--- src/rtl/alu_pkg.sv ---
// Shared constants for the bit-serial ALU: control codes, operation-field
// encodings and the engine's FSM state encoding.
package alu_pkg;

   localparam logic [3:0] ALU_AND  = 4'b0000;
   localparam logic [3:0] ALU_OR   = 4'b0001;
   localparam logic [3:0] ALU_ADD  = 4'b0010;
   localparam logic [3:0] ALU_SUB  = 4'b0110;
   localparam logic [3:0] ALU_SLT  = 4'b0111;
   localparam logic [3:0] ALU_NOR  = 4'b1100;
   localparam logic [3:0] ALU_NAND = 4'b1101;

   localparam logic [1:0] OP_AND  = 2'b00;
   localparam logic [1:0] OP_OR   = 2'b01;
   localparam logic [1:0] OP_ADD  = 2'b10;
   localparam logic [1:0] OP_LESS = 2'b11;

   localparam logic [1:0] ST_IDLE = 2'd0;
   localparam logic [1:0] ST_RUN  = 2'd1;
   localparam logic [1:0] ST_FIX  = 2'd2;
   localparam logic [1:0] ST_DONE = 2'd3;

endpackage

--- src/rtl/alu_bit_slice.sv ---
// Combinational 1-bit ALU slice with optional operand inversion; exposes the
// raw sum so the caller can resolve set-less-than at the MSB.
module alu_bit_slice
   import alu_pkg::*;
(
   input  logic       a,
   input  logic       b,
   input  logic       less,
   input  logic       a_inv,
   input  logic       b_inv,
   input  logic       cin,
   input  logic [1:0] op,
   output logic       result,
   output logic       sum,
   output logic       cout
);

   logic a_s;
   logic b_s;

   // Invert operands, form full-adder sum/carry and select the result.
   always_comb begin
      a_s  = a ^ a_inv;
      b_s  = b ^ b_inv;
      sum  = a_s ^ b_s ^ cin;
      cout = (a_s & b_s) | (a_s & cin) | (b_s & cin);
      case (op)
         OP_AND:  result = a_s & b_s;
         OP_OR:   result = a_s | b_s;
         OP_ADD:  result = sum;
         OP_LESS: result = less;
         default: result = 1'b0;
      endcase
   end

endmodule

--- src/rtl/alu_serial_engine.sv ---
// Bit-serial ALU engine: feeds one alu_bit_slice per clock LSB first, then
// resolves SLT and flags in a fix-up cycle and pulses done_o.
module alu_serial_engine
   import alu_pkg::*;
#(
   parameter int WIDTH = 32,
   parameter int CNT_W = 5
) (
   input  logic             clk_i,
   input  logic             rst_n,
   input  logic             start_i,
   input  logic [WIDTH-1:0] src1_i,
   input  logic [WIDTH-1:0] src2_i,
   input  logic [3:0]       ctrl_i,
   output logic             busy_o,
   output logic             done_o,
   output logic [WIDTH-1:0] result_o,
   output logic             zero_o,
   output logic             cout_o,
   output logic             overflow_o
);

   logic [1:0]       state_r;
   logic [CNT_W-1:0] idx_r;
   logic [WIDTH-1:0] src1_r;
   logic [WIDTH-1:0] src2_r;
   logic [3:0]       ctrl_r;
   logic [WIDTH-1:0] res_r;
   logic             carry_r;
   logic             msb_cin_r;
   logic             msb_sum_r;
   logic             msb_cout_r;

   logic             slice_res_s;
   logic             slice_sum_s;
   logic             slice_cout_s;
   logic             set_s;
   logic             is_add_s;
   logic [WIDTH-1:0] final_s;

   alu_bit_slice u_slice (
      .a      (src1_r[idx_r]),
      .b      (src2_r[idx_r]),
      .less   (1'b0),
      .a_inv  (ctrl_r[3]),
      .b_inv  (ctrl_r[2]),
      .cin    (carry_r),
      .op     (ctrl_r[1:0]),
      .result (slice_res_s),
      .sum    (slice_sum_s),
      .cout   (slice_cout_s)
   );

   // SLT takes the true sign of the difference: MSB sum corrected by overflow.
   always_comb begin
      set_s    = msb_sum_r ^ (msb_cin_r ^ msb_cout_r);
      is_add_s = (ctrl_r[1:0] == OP_ADD);
      if (ctrl_r[1:0] == OP_LESS) begin
         final_s = {{(WIDTH-1){1'b0}}, set_s};
      end else begin
         final_s = res_r;
      end
   end

   // Sequencer: IDLE latches, RUN walks the bits, FIX publishes, DONE pulses.
   always_ff @(posedge clk_i or negedge rst_n) begin
      if (!rst_n) begin
         state_r    <= ST_IDLE;
         idx_r      <= {CNT_W{1'b0}};
         src1_r     <= {WIDTH{1'b0}};
         src2_r     <= {WIDTH{1'b0}};
         ctrl_r     <= 4'b0000;
         res_r      <= {WIDTH{1'b0}};
         carry_r    <= 1'b0;
         msb_cin_r  <= 1'b0;
         msb_sum_r  <= 1'b0;
         msb_cout_r <= 1'b0;
         busy_o     <= 1'b0;
         done_o     <= 1'b0;
         result_o   <= {WIDTH{1'b0}};
         zero_o     <= 1'b0;
         cout_o     <= 1'b0;
         overflow_o <= 1'b0;
      end else begin
         case (state_r)
            ST_IDLE: begin
               if (start_i) begin
                  src1_r  <= src1_i;
                  src2_r  <= src2_i;
                  ctrl_r  <= ctrl_i;
                  idx_r   <= {CNT_W{1'b0}};
                  carry_r <= ctrl_i[2];
                  res_r   <= {WIDTH{1'b0}};
                  busy_o  <= 1'b1;
                  state_r <= ST_RUN;
               end
            end
            ST_RUN: begin
               res_r[idx_r] <= slice_res_s;
               carry_r      <= slice_cout_s;
               if (idx_r == CNT_W'(WIDTH - 1)) begin
                  msb_cin_r  <= carry_r;
                  msb_sum_r  <= slice_sum_s;
                  msb_cout_r <= slice_cout_s;
                  state_r    <= ST_FIX;
               end else begin
                  idx_r <= idx_r + {{(CNT_W-1){1'b0}}, 1'b1};
               end
            end
            ST_FIX: begin
               result_o   <= final_s;
               zero_o     <= (final_s == {WIDTH{1'b0}});
               cout_o     <= is_add_s & msb_cout_r;
               overflow_o <= is_add_s & (msb_cin_r ^ msb_cout_r);
               done_o     <= 1'b1;
               state_r    <= ST_DONE;
            end
            ST_DONE: begin
               done_o  <= 1'b0;
               busy_o  <= 1'b0;
               state_r <= ST_IDLE;
            end
            default: begin
               done_o  <= 1'b0;
               busy_o  <= 1'b0;
               state_r <= ST_IDLE;
            end
         endcase
      end
   end

endmodule

--- config.mk ---
export PLATFORM = sky130hd
export DESIGN_NAME = alu_serial_engine
export DESIGN_NICKNAME = d
export VERILOG_FILES = /design/src/rtl/alu_pkg.sv /design/src/rtl/alu_bit_slice.sv /design/src/rtl/alu_serial_engine.sv
export SDC_FILE = /design/constraint.sdc
export NUM_CORES = 1
export LEC_CHECK = 0
export CAP_MARGIN = 10
export CORE_MARGIN = 3
export CORE_UTILIZATION = 49
export CTS_CLUSTER_DIAMETER = 40
export DETAILED_ROUTE_END_ITERATION = 10
export HOLD_SLACK_MARGIN = 0.05
export PLACE_DENSITY = 0.82
export RECOVER_POWER = 50
export SLEW_MARGIN = 20
export SYNTH_ARGS = -nofsm -noshare
export SYNTH_HDL_FRONTEND = slang
export SYNTH_SLANG_ARGS = --single-unit
--- constraint.sdc ---
create_clock -name clk_i -period 2.9 [get_ports clk_i]
set_input_delay 0.58 -clock clk_i [delete_from_list [all_inputs] [get_ports clk_i]]
set_output_delay 0.58 -clock clk_i [all_outputs]
set_load 0.03 [all_outputs]
* After elaboration in Yosys (flattened, before gate mapping)
Index checks and enable logic that the tools add are counted.
W data, S select, Z words.
** Storage, ports and cells
- Register bits after elaboration :: 148
- Input port bits :: 71
- Output and inout port bits :: 37
- Logic and storage cells :: 78
** Operators by class
- $add $sub $neg :: 1
- Magnitude comparators :: 2
- Eq/ne operators :: 10
- Mux-type cells :: 22
- Bitwise operators :: 14
- Reductions and logical operators :: 13
** Operators with widths (count)
- $mux W32 :: 2
- $pmux W32 S2 :: 1
- $bwmux W32 :: 1
- $logic_not A32 Y1 :: 1
- $bmux W1 S5 :: 2
- $mux W5 :: 2
- $pmux W5 S2 :: 1
- $reduce_and A2 Y1 :: 5
- $eq A2 B2 Y1 const B :: 4
- $pmux W2 S4 :: 1
- $lt A5 B6 Y1 const B :: 1
- $ne A2 B2 Y1 const B :: 3
- $pmux W1 S2 :: 3
- $reduce_bool A2 Y1 :: 3
- $xor A1 B1 Y1 :: 6
- $add A5 B1 Y5 const B :: 1
- $and A1 B1 Y1 :: 5
- $demux W1 S5 :: 1
- $eq A5 B5 Y1 const B :: 1
- $ge A5 B1 Y1 const B :: 1
- $mux W1 :: 5
- $eq A2 B1 Y1 const B :: 2
- $logic_not A2 Y1 :: 2
- $mux W2 :: 2
- other kinds (4) :: 6

* Depth between registers and ports, before layout
Gate-level depths: netlist (run 1).
- Depth after elaboration :: 8
- Mapped depth :: 13
- Depth with buffers taken out :: 11

* Cells and area by module
From an unflattened synthesis (run 1), not the netlist that was laid out.
** Unflattened totals
- Cell total of the unflattened synthesis :: 589
- Area, all modules :: 6902.9 um^2
** By module, submodules not included
- alu_serial_engine :: times used 1, cells an instance 577, area an instance 6795.3 um^2, seq. area each 3703.6 um^2
- alu_bit_slice :: times used 1, cells an instance 12, area an instance 107.6 um^2, seq. area each 0.0 um^2

* Worst setup path after synthesis (run 1)
OpenSTA, ideal clock, no wires.
- Path kind :: register -> register
- From :: register idx_r[0]
- To :: register res_r[15]
- Setup time :: 128 ps
- Data arrival time :: 2979 ps
- Required time :: 2772 ps
- Path slack :: -206 ps
- Cell stages (with the launch flop) :: 12
- Buffers on the path :: 2
- Clock period less this slack :: 3106 ps
- Path through :: dfrtp_1 -> buf_6 -> mux4_2 -> a221oi_2 -> nand4_2 -> xor2_1 -> fa_1 -> mux2i_1 -> nor2_1 -> o21a_1 -> clkbuf_1 -> mux2_1
** Between the ends
- Word-level cells in the longest chain between the ends :: 8
- Elaborated cells between the ends (all ways) :: 18
- Classes of those cells :: order compare (2); mux (9); bitwise (6); reduce/logical (1)
** RTL lines
- from (decl) :: line alu_serial_engine.sv:24 : logic [CNT_W-1:0] idx_r;
- from (signal assigned) :: line alu_serial_engine.sv:69 : idx_r <= {CNT_W{1'b0}};
- from (signal assigned) :: line alu_serial_engine.sv:91 : idx_r <= {CNT_W{1'b0}};
- from (signal assigned) :: line alu_serial_engine.sv:107 : idx_r <= idx_r + {{(CNT_W-1){1'b0}}, 1'b1};
- $bmux W1 S5, on equally long branches :: line alu_serial_engine.sv:42, alu_serial_engine.sv:43
- $mux W1, on equally long branches :: line alu_serial_engine.sv:42, alu_serial_engine.sv:43
- $xor A1 B1 Y1, on equally long branches :: line alu_bit_slice.sv:23, alu_bit_slice.sv:24
- $xor A1 B1 Y1 (*) (2 in a row) :: line alu_bit_slice.sv:25 : sum = a_s ^ b_s ^ cin;
- via slice_sum_s :: line alu_serial_engine.sv:35 : logic slice_sum_s;
- $pmux W1 S4 (*) :: line alu_bit_slice.sv:27 : case (op)
- $bwmux W32 (*) :: line alu_serial_engine.sv:99 : res_r[idx_r] <= slice_res_s;
- $pmux W32 S2 (*) :: line alu_serial_engine.sv:85 : case (state_r)
- to (signal assigned) :: line alu_serial_engine.sv:73 : res_r <= {WIDTH{1'b0}};
- to (signal assigned) :: line alu_serial_engine.sv:93 : res_r <= {WIDTH{1'b0}};
- to (signal, indexed assignment) :: line alu_serial_engine.sv:99
- to (decl) :: line alu_serial_engine.sv:28 : logic [WIDTH-1:0] res_r;
Mark *: on every way through the listed nets, which the timed path passes. The rest lies on a longest branch. The select of a mux whose other input is x is not followed.
A chain may end at the register's enable or synchronous reset.

* Worst setup path after layout (run 1)
- From :: register idx_r[1]
- To :: register res_r[2]
Same word-level chain as after synthesis.

==> results by group, run 1 <==
Synthesis
  • Synth area leaders: dfrtp_1 (52%), mux2_2 (6.8%), mux2_1 (6.5%)
  • Area share of and/or/nand/nor cells after synthesis: 9.18%
  • Post-Synth XOR/XNOR Area: 0.739%
  • Complex-gate fraction of the synthesized area: 12.1%
  • Mapped Area: 0.00711 mm^2
  • Cell taking the most area after synthesis: dfrtp_1
  • Largest family of logic cells by synthesized area: multiplexers
  • Commonest register cell after synthesis: dfrtp_1
  • Post-synth EDFFs: 0
  • Yosys reg bits: 148
  • Synth Warn #: 0
  • Most common cell in the netlist: dfrtp_1
  • Top cells by count, synth: dfrtp_1 (148), o21ai_1 (48), mux2_2 (43), mux2_1 (41), o21ai_0 (41)
  • Synth Area in Adders: 2.22%
  • Synth cell types: 51
  • Post-synthesis mux area share: 18.4%
  • Share of the synthesized area in the top cell type: 52.1%
  • Sequential fraction of the synthesis area: 52.1%
  • Syn Area/Cell: 11.3 um^2
  • Share of flip-flops with an asynchronous set or reset: 100%
  • Syn Nets: 713
  • Synthesized instance count: 630

Worst setup path
  • Worst setup EP type: flop
  • R2R depth: 14
  • Critical path depth in cells: 14
  • Crit-path cells: buf_12, buf_12, mux2i_2, o22ai_2, a221oi_2, nand4_2, xor2_2, fa_1, mux2i_1, nor2_1, o21a_2, buf_4, nand3_4, o21ai_2
  • CP top delay family: compound AO/OA/AOI/OAI gates
  • Req. time, crit path: 3.25 ns
  • Crit path buf inv count: 3
  • Crit start category: flop
  • Crit path kind: flop to flop
  • Most common cell on crit path: buf_12
  • Crit Path Max Fanout: 14
  • Slowest CP cell: fa_1
  • Crit path arrival time: 3.53 ns
  • Max incr delay on CP: 0.53 ns

Pwr
  • Cell area power density: 1060 mW/mm^2
  • Pleak: 4.03 nW
  • Internal: 0.00635 W
  • Combinational power share: 43.7%
  • Clock Power Share: 23.5%
  • Share of power burned in registers: 32.7%
  • Switching Fraction: 36.4%
  • Max VDD drop: 645 uV
  • P_sw: 0.00363 W

Floorplan
  • Core area: 0.0140 mm^2
  • Initial Util: 50.7%
  • Row count: 43
  • # IOs: 108
  • Die Area: 0.0160 mm^2
  • Die W: 126 um
  • Die Y-Extent: 126 um

CTS
  • Clk_lat worst skew: 0.43 ns
  • TritonCTS sink count: 148
  • Clock transition at path regs: 0.06 ns
  • Post-CTS Hold Fix Bufs: 0
  • CTS root buffer: clkbuf_16
  • Clock Path Buffers: 2
  • H-tree levels: 4
  • CTS Buf Count: 17
  • CTS tree: built

Route
  • Met3 wire length: 803 um
  • Final wirelength: 17600 um
  • Routed via count: 5366
  • DR iter-0 viols: 313
  • DR WL met2: 9270 um
  • DRT Pass-1 Iters: 5
  • Routed Antenna Nets: 0
  • Routed length on met1: 7080 um
  • Drt wl/cell: 18.6 um
  • Highest metal layer with signal wires: met4
  • DRC: 0
  • Via density: 5.67

Status
  • Status: finished with violations
  • Failing checks: capacitance limit, slew limit, setup timing

Finish
  • Layout area overhead: 32.2%
  • Final core occ: 67.0%
  • NumNets Final: 836
  • Share of cells above drive strength 1: 21.1%
  • Fill count: 1031
  • Ant. Diodes: 0

STA
  • Clock Skew: 0.0102 ns
  • Max-slew violations: 77
  • Slew headroom: -23.7%
  • Final WS setup: -0.284 ns
  • Setup violations, final: 32
  • Hold Slack: 0.488 ns
  • Worst Max-Slew Pin Slew: 1.86 ns
  • Hold Vio Cnt, Final: 0
  • Maximum clock rate: 314 MHz
  • Final worst path period share: 110%
  • Final min period: 3.18 ns
  • RSZ-0062 raised after global routing: yes

Placed design
  • PortBufs: 107
  • GPL Wtd Cong: 0.867
  • Hpwl dp: 12400 um
  • Pre-CTS setup slack: -0.402 ns

Global routing
  • First-pass GRT wire length: 29200 um
  • Vias in the first global route: 5824
  • Largest net degree at the start of global routing: 77
  • Initial antenna violation count: 0
  • Grt ovf: 0
  • GR Util All Layers: 22.8%

Worst hold path
  • Hold Path Stages: 1
  • Class of the worst hold path: flop to flop

Job
  • Max Cap Viol: 1
## area by class of cell
type                       count  area (um^2)  area share, %
sequential                   148         3710           39.4
multi-input combinational    396         3210           34.1
timing repair buffer         151         1490           15.8
clock buffer                  20          457           4.86
tap                          180          225           2.39
clock inverter                12          179           1.90
inverter                      39          146           1.56
## power by group through the flow
| stage | combinational (W) | sequential, W | clock [W] |
|---|---|---|---|
| 3_5_place_dp | 0.00394 | 0.00329 | 0 |
| 5_1_grt | 0.00473 | 0.00335 | 0.00247 |
| 4_1_cts | 0.00419 | 0.00326 | 0.00238 |
| 3_3_place_gp | 0.00380 | 0.00325 | 0 |
| 2_1_floorplan | 0.00267 | 0.00328 | 0 |
| 6_report | 0.00436 | 0.00327 | 0.00235 |
## path summary, 6_finish.rpt
path / start / endpoint / slack (ns)
max: idx_r[1]$_DFFE_PN0P_ / res_r[2]$_DFFE_PN0P_ / -0.28
min: src1_r[14]$_DFFE_PN0P_ / src1_r[14]$_DFFE_PN0P_ / 0.49
max reg2reg: idx_r[1]$_DFFE_PN0P_ / res_r[2]$_DFFE_PN0P_ / -0.28
min reg2reg: src1_r[14]$_DFFE_PN0P_ / src1_r[14]$_DFFE_PN0P_ / 0.49
max in group asynchronous: rst_n / src1_r[15]$_DFFE_PN0P_ / 0.64
min in group asynchronous: rst_n / res_r[23]$_DFFE_PN0P_ / 0.66
## metal layers
layer | track usage [%] | vias up
met5 | 0 | -
met4 | 9.84 | 0
met3 | 5.05 | 39
met2 | 39.5 | 179
met1 | 27.4 | 2655
li1 | - | 2493
## worst reg2reg max path, delay by kind of cell, from the launching register on
kind                       cells  cell delay [ns]
AOI/OAI and AO/OA              4             0.76
xor gates and xnor gates       1             0.23
adders and majority gates      1             0.53
buffers and inverters          3             0.45
DFF                            1             0.41
muxes                          2             0.30
and+or+nand+nor                3             0.43
## flip-flops by register name (all words and copies together), names as in the netlist
register    cells
idx_r           5
src2_r         32
msb_cin_r       1
state_r         2
overflow_o      1
res_r          32
done_o          1
busy_o          1
result_o       32
cout_o          1
msb_cout_r      1
ctrl_r          4
msb_sum_r       1
src1_r         32
carry_r         1
zero_o          1
## metrics by stage
stage / total power (W) / instances / cell area, um^2 / TNS [ns]
after floorplan: 0.00594 / 630 / 7140 / -1.65
after global placement: 0.00706 / 904 / 8550 / -8.85
after detailed placement: 0.00723 / 904 / 8550 / -10.85
after CTS: 0.00983 / 942 / 9340 / -6.60
after global routing: 0.0105 / 946 / 9410 / -12.11
final: 0.00998 / 946 / 9410 / -7.93
## placed cells by master, fill, tap and decap left out, types with 6 or more instances in the layout
cell	count
o21ai_1	31
inv_1	39
o21ai_2	18
ha_1	11
a21boi_0	8
mux2_2	39
nand2_1	19
nor4_1	7
a21boi_1	13
buf_12	6
buf_4	33
a21oi_1	12
o21ai_0	41
clkdlybuf4s50_1	106
mux2_1	40
clkbuf_16	18
nor2_1	9
dfrtp_1	145
nand3_1	35
mux2i_1	30
## cells by family after synthesis
logic type | after synthesis
AOI/OAI and AO/OA | 146
and+or+nand+nor | 114
DFF | 148
adders and majority gates | 12
xor gates and xnor gates | 6
muxes | 118
buffers and inverters | 86
## what timing repair did
| action | 4_1_cts | 5_1_grt |
|---|---|---|
| setup endpoints to repair | 32 | 32 |
| gates cloned | 0 | 1 |
| setup buffers | 6 | 3 |
| resized for setup | 25 | 12 |
| pin swaps | 12 | 3 |
Power figures use the tool's default switching activity.
==> inputs of run 2 (changes only) <==
Settings changed: CORE_UTILIZATION 49 to 54, PLACE_DENSITY 0.82 to 0.86.
Clock period 2.9 ns to 3.4 ns, I/O delays scaled along.
==> run 2 against run 1 <==
Against the previous run: the flow finishes with violations (capacitance limit, slew limit); cell count shrank 3.0%; sequential power shrank 14%; non-clock buffer count shrank 20; utilization grew 4.1 points; global-route usage grew 1.6 points; combinational power shrank 25%; worst hold slack lost 0.14 ns; first-iteration DRC count grew 13%; maximum frequency shrank 0.75%; clock power shrank 12%; power shrank 18%; routed wire length shrank 4.7%; critical endpoint is now res_r[15]$_DFFE_PN0P_; largest power group unchanged.
==> results by group, run 2 (synthesized netlist as in run 1, its figures left out) <==
Status
  • Status: finished with violations
  • Failing checks: capacitance limit, slew limit

Route
  • Final wirelength: 16800 um
  • Routed Antenna Nets: 0
  • DRT Pass-1 Iters: 5
  • DR iter-0 viols: 354
  • Drt wl/cell: 18.3 um
  • Via density: 5.75
  • Routed via count: 5282
  • DRC: 0

Pwr
  • Max VDD drop: 475 uV
  • Pleak: 3.88 nW
  • Cell area power density: 898 mW/mm^2

CTS
  • CTS root buffer: clkbuf_16
  • TritonCTS sink count: 148
  • Clock Path Buffers: 2
  • Clk_lat worst skew: 0.43 ns
  • CTS tree: built
  • Post-CTS Hold Fix Bufs: 0
  • CTS Buf Count: 17
  • Post-CTS Setup Bufs: 0
  • Clock transition at path regs: 0.06 ns
  • H-tree levels: 4

STA
  • RSZ-0062 raised after global routing: no
  • Setup violations, final: 0
  • Final min period: 3.21 ns
  • Hold Vio Cnt, Final: 0
  • Worst Max-Slew Pin Slew: 2.01 ns
  • Final worst path period share: 94.4%
  • Slew headroom: -33.9%
  • Maximum clock rate: 312 MHz
  • Max-slew violations: 73
  • Hold Slack: 0.352 ns
  • Clock Skew: 0.00858 ns

Floorplan
  • Die Area: 0.0146 mm^2
  • Die Y-Extent: 121 um
  • Core area: 0.0128 mm^2
  • Initial Util: 55.7%
  • Die W: 121 um
  • Row count: 41
  • # IOs: 108

Worst setup path
  • CP top delay family: simple AND/OR/NAND/NOR gates
  • Worst setup EP type: flop
  • Internal reg-to-reg setup slack: 0.19 ns
  • Crit path buf inv count: 1
  • Crit start category: flop
  • Max incr delay on CP: 0.47 ns
  • Crit Path Max Fanout: 15
  • Crit-path cells: buf_4, or4b_4, o22ai_2, a221oi_2, nand4_2, xor2_1, fa_1, mux2i_1, nor2_1, o21a_4, mux2_1
  • Crit path kind: flop to flop
  • Req. time, crit path: 3.70 ns
  • Slowest CP cell: or4b_4
  • Crit path arrival time: 3.51 ns

Finish
  • Design Area, Final: 0.00907 mm^2
  • NumNets Final: 816
  • Layout area overhead: 27.6%
  • Commonest cells after routing, fill and taps aside: dfrtp_1 (146), clkdlybuf4s50_1 (105), o21ai_1 (48)
  • Most common cell after layout, fill and taps aside: dfrtp_1
  • Share of cells above drive strength 1: 15.7%
  • Ant. Diodes: 0

Worst hold path
  • Class of the worst hold path: input pin to async pin

Global routing
  • GR Util All Layers: 24.4%
  • Vias in the first global route: 5366
  • Met1 usage in global routing: 30.4%
  • GRT busiest layer: met2
  • Met3 Use GR: 6.13%
  • Largest net degree at the start of global routing: 118
  • Grt met2 use: 41.6%
  • First-pass GRT wire length: 27800 um
  • Initial antenna violation count: 0
  • Grt ovf: 0

Placed design
  • DP Area: 0.00838 mm^2
  • GPL Wtd Cong: 0.898
  • Hpwl dp: 12000 um
  • PortBufs: 107

Job
  • Max Cap Viol: 1
[run 2: cell types whose count changed in the layout (fill, tap and decap cells not counted), sizes merged]
cell	change
clkinv	-1
bufinv	+1
clkdlybuf4s50	-1
clkinvlp	-3
dlygate4sd3	+1
clkbuf	+1
buf	-18
[run 2: area by class of cell]
cell class,count,area [um^2]
sequential,148,3710
fill,881,3700
multi-input combinational,396,3080
timing repair buffer,131,1270
clock buffer,23,478
tap,172,215
clock inverter,9,174
inverter,39,146
[run 2: worst register-to-register path, cell delays in order (launching register included)]
cell	delay, ns
dfrtp_2	0.45
buf_4	0.18
or4b_4	0.47
o22ai_2	0.22
a221oi_2	0.06
nand4_2	0.14
xor2_1	0.25
fa_1	0.47
mux2i_1	0.16
nor2_1	0.07
o21a_4	0.29
mux2_1	0.33
[run 2: per-layer routing]
metal / part of all wire [%] / routed length, um / vias to the layer above
met5: 0 / 0 / -
met3: 5.0 / 833 / 43
met4: 2.5 / 425 / 0
li1: - / - / 2437
met2: 52 / 8810 / 183
met1: 40 / 6720 / 2619
[run 2: stage by stage]
stage / setup WS [ns] / cells / TNS [ns] / util [%] / total power [W]
after floorplan: 0.294 / 630 / 0 / - / 0.00502
after global placement: 0.0208 / 886 / 0 / 65.6 / 0.00586
after detailed placement: -0.109 / 886 / -1.47 / 65.6 / 0.00603
after CTS: 0.0629 / 918 / 0 / 70.8 / 0.00812
after global routing: 0.0316 / 918 / 0 / 71.0 / 0.00861
final: 0.192 / 918 / 0 / 71.0 / 0.00815
[run 2: final timing paths]
| check | start | endpoint | depth (start not counted) |
|---|---|---|---|
| min reg2reg | src2_r[7]$_DFFE_PN0P_ | src2_r[7]$_DFFE_PN0P_ | 1 |
| min in group clk_i | src2_r[7]$_DFFE_PN0P_ | src2_r[7]$_DFFE_PN0P_ | 1 |
| max | idx_r[0]$_DFFE_PN0P_ | res_r[15]$_DFFE_PN0P_ | 11 |
| max reg2reg | idx_r[0]$_DFFE_PN0P_ | res_r[15]$_DFFE_PN0P_ | 11 |
| min | rst_n | result_o[21]$_DFFE_PN0P_ | 1 |
| max in group asynchronous | rst_n | src1_r[24]$_DFFE_PN0P_ | 2 |
[run 2: timing repair]
item | 4_1_cts | 5_1_grt
gates cloned | 0 | 0
endpoints found under the hold margin | 0 | 0
gates resized for setup | 2 | 8
setup endpoints to repair | 30 | 32
[run 2: power by group]
part           total (W)  switching, W  internal (W)
combinational    0.00327       0.00177       0.00150
sequential       0.00282      0.000462       0.00236
clock            0.00206      0.000702       0.00136
==> inputs of run 3 (changes only) <==
Settings changed: CTS_CLUSTER_DIAMETER 40 to 200.
==> results of run 3 <==
Same layout as run 2: the final DEF is identical, and so are final timing and power.
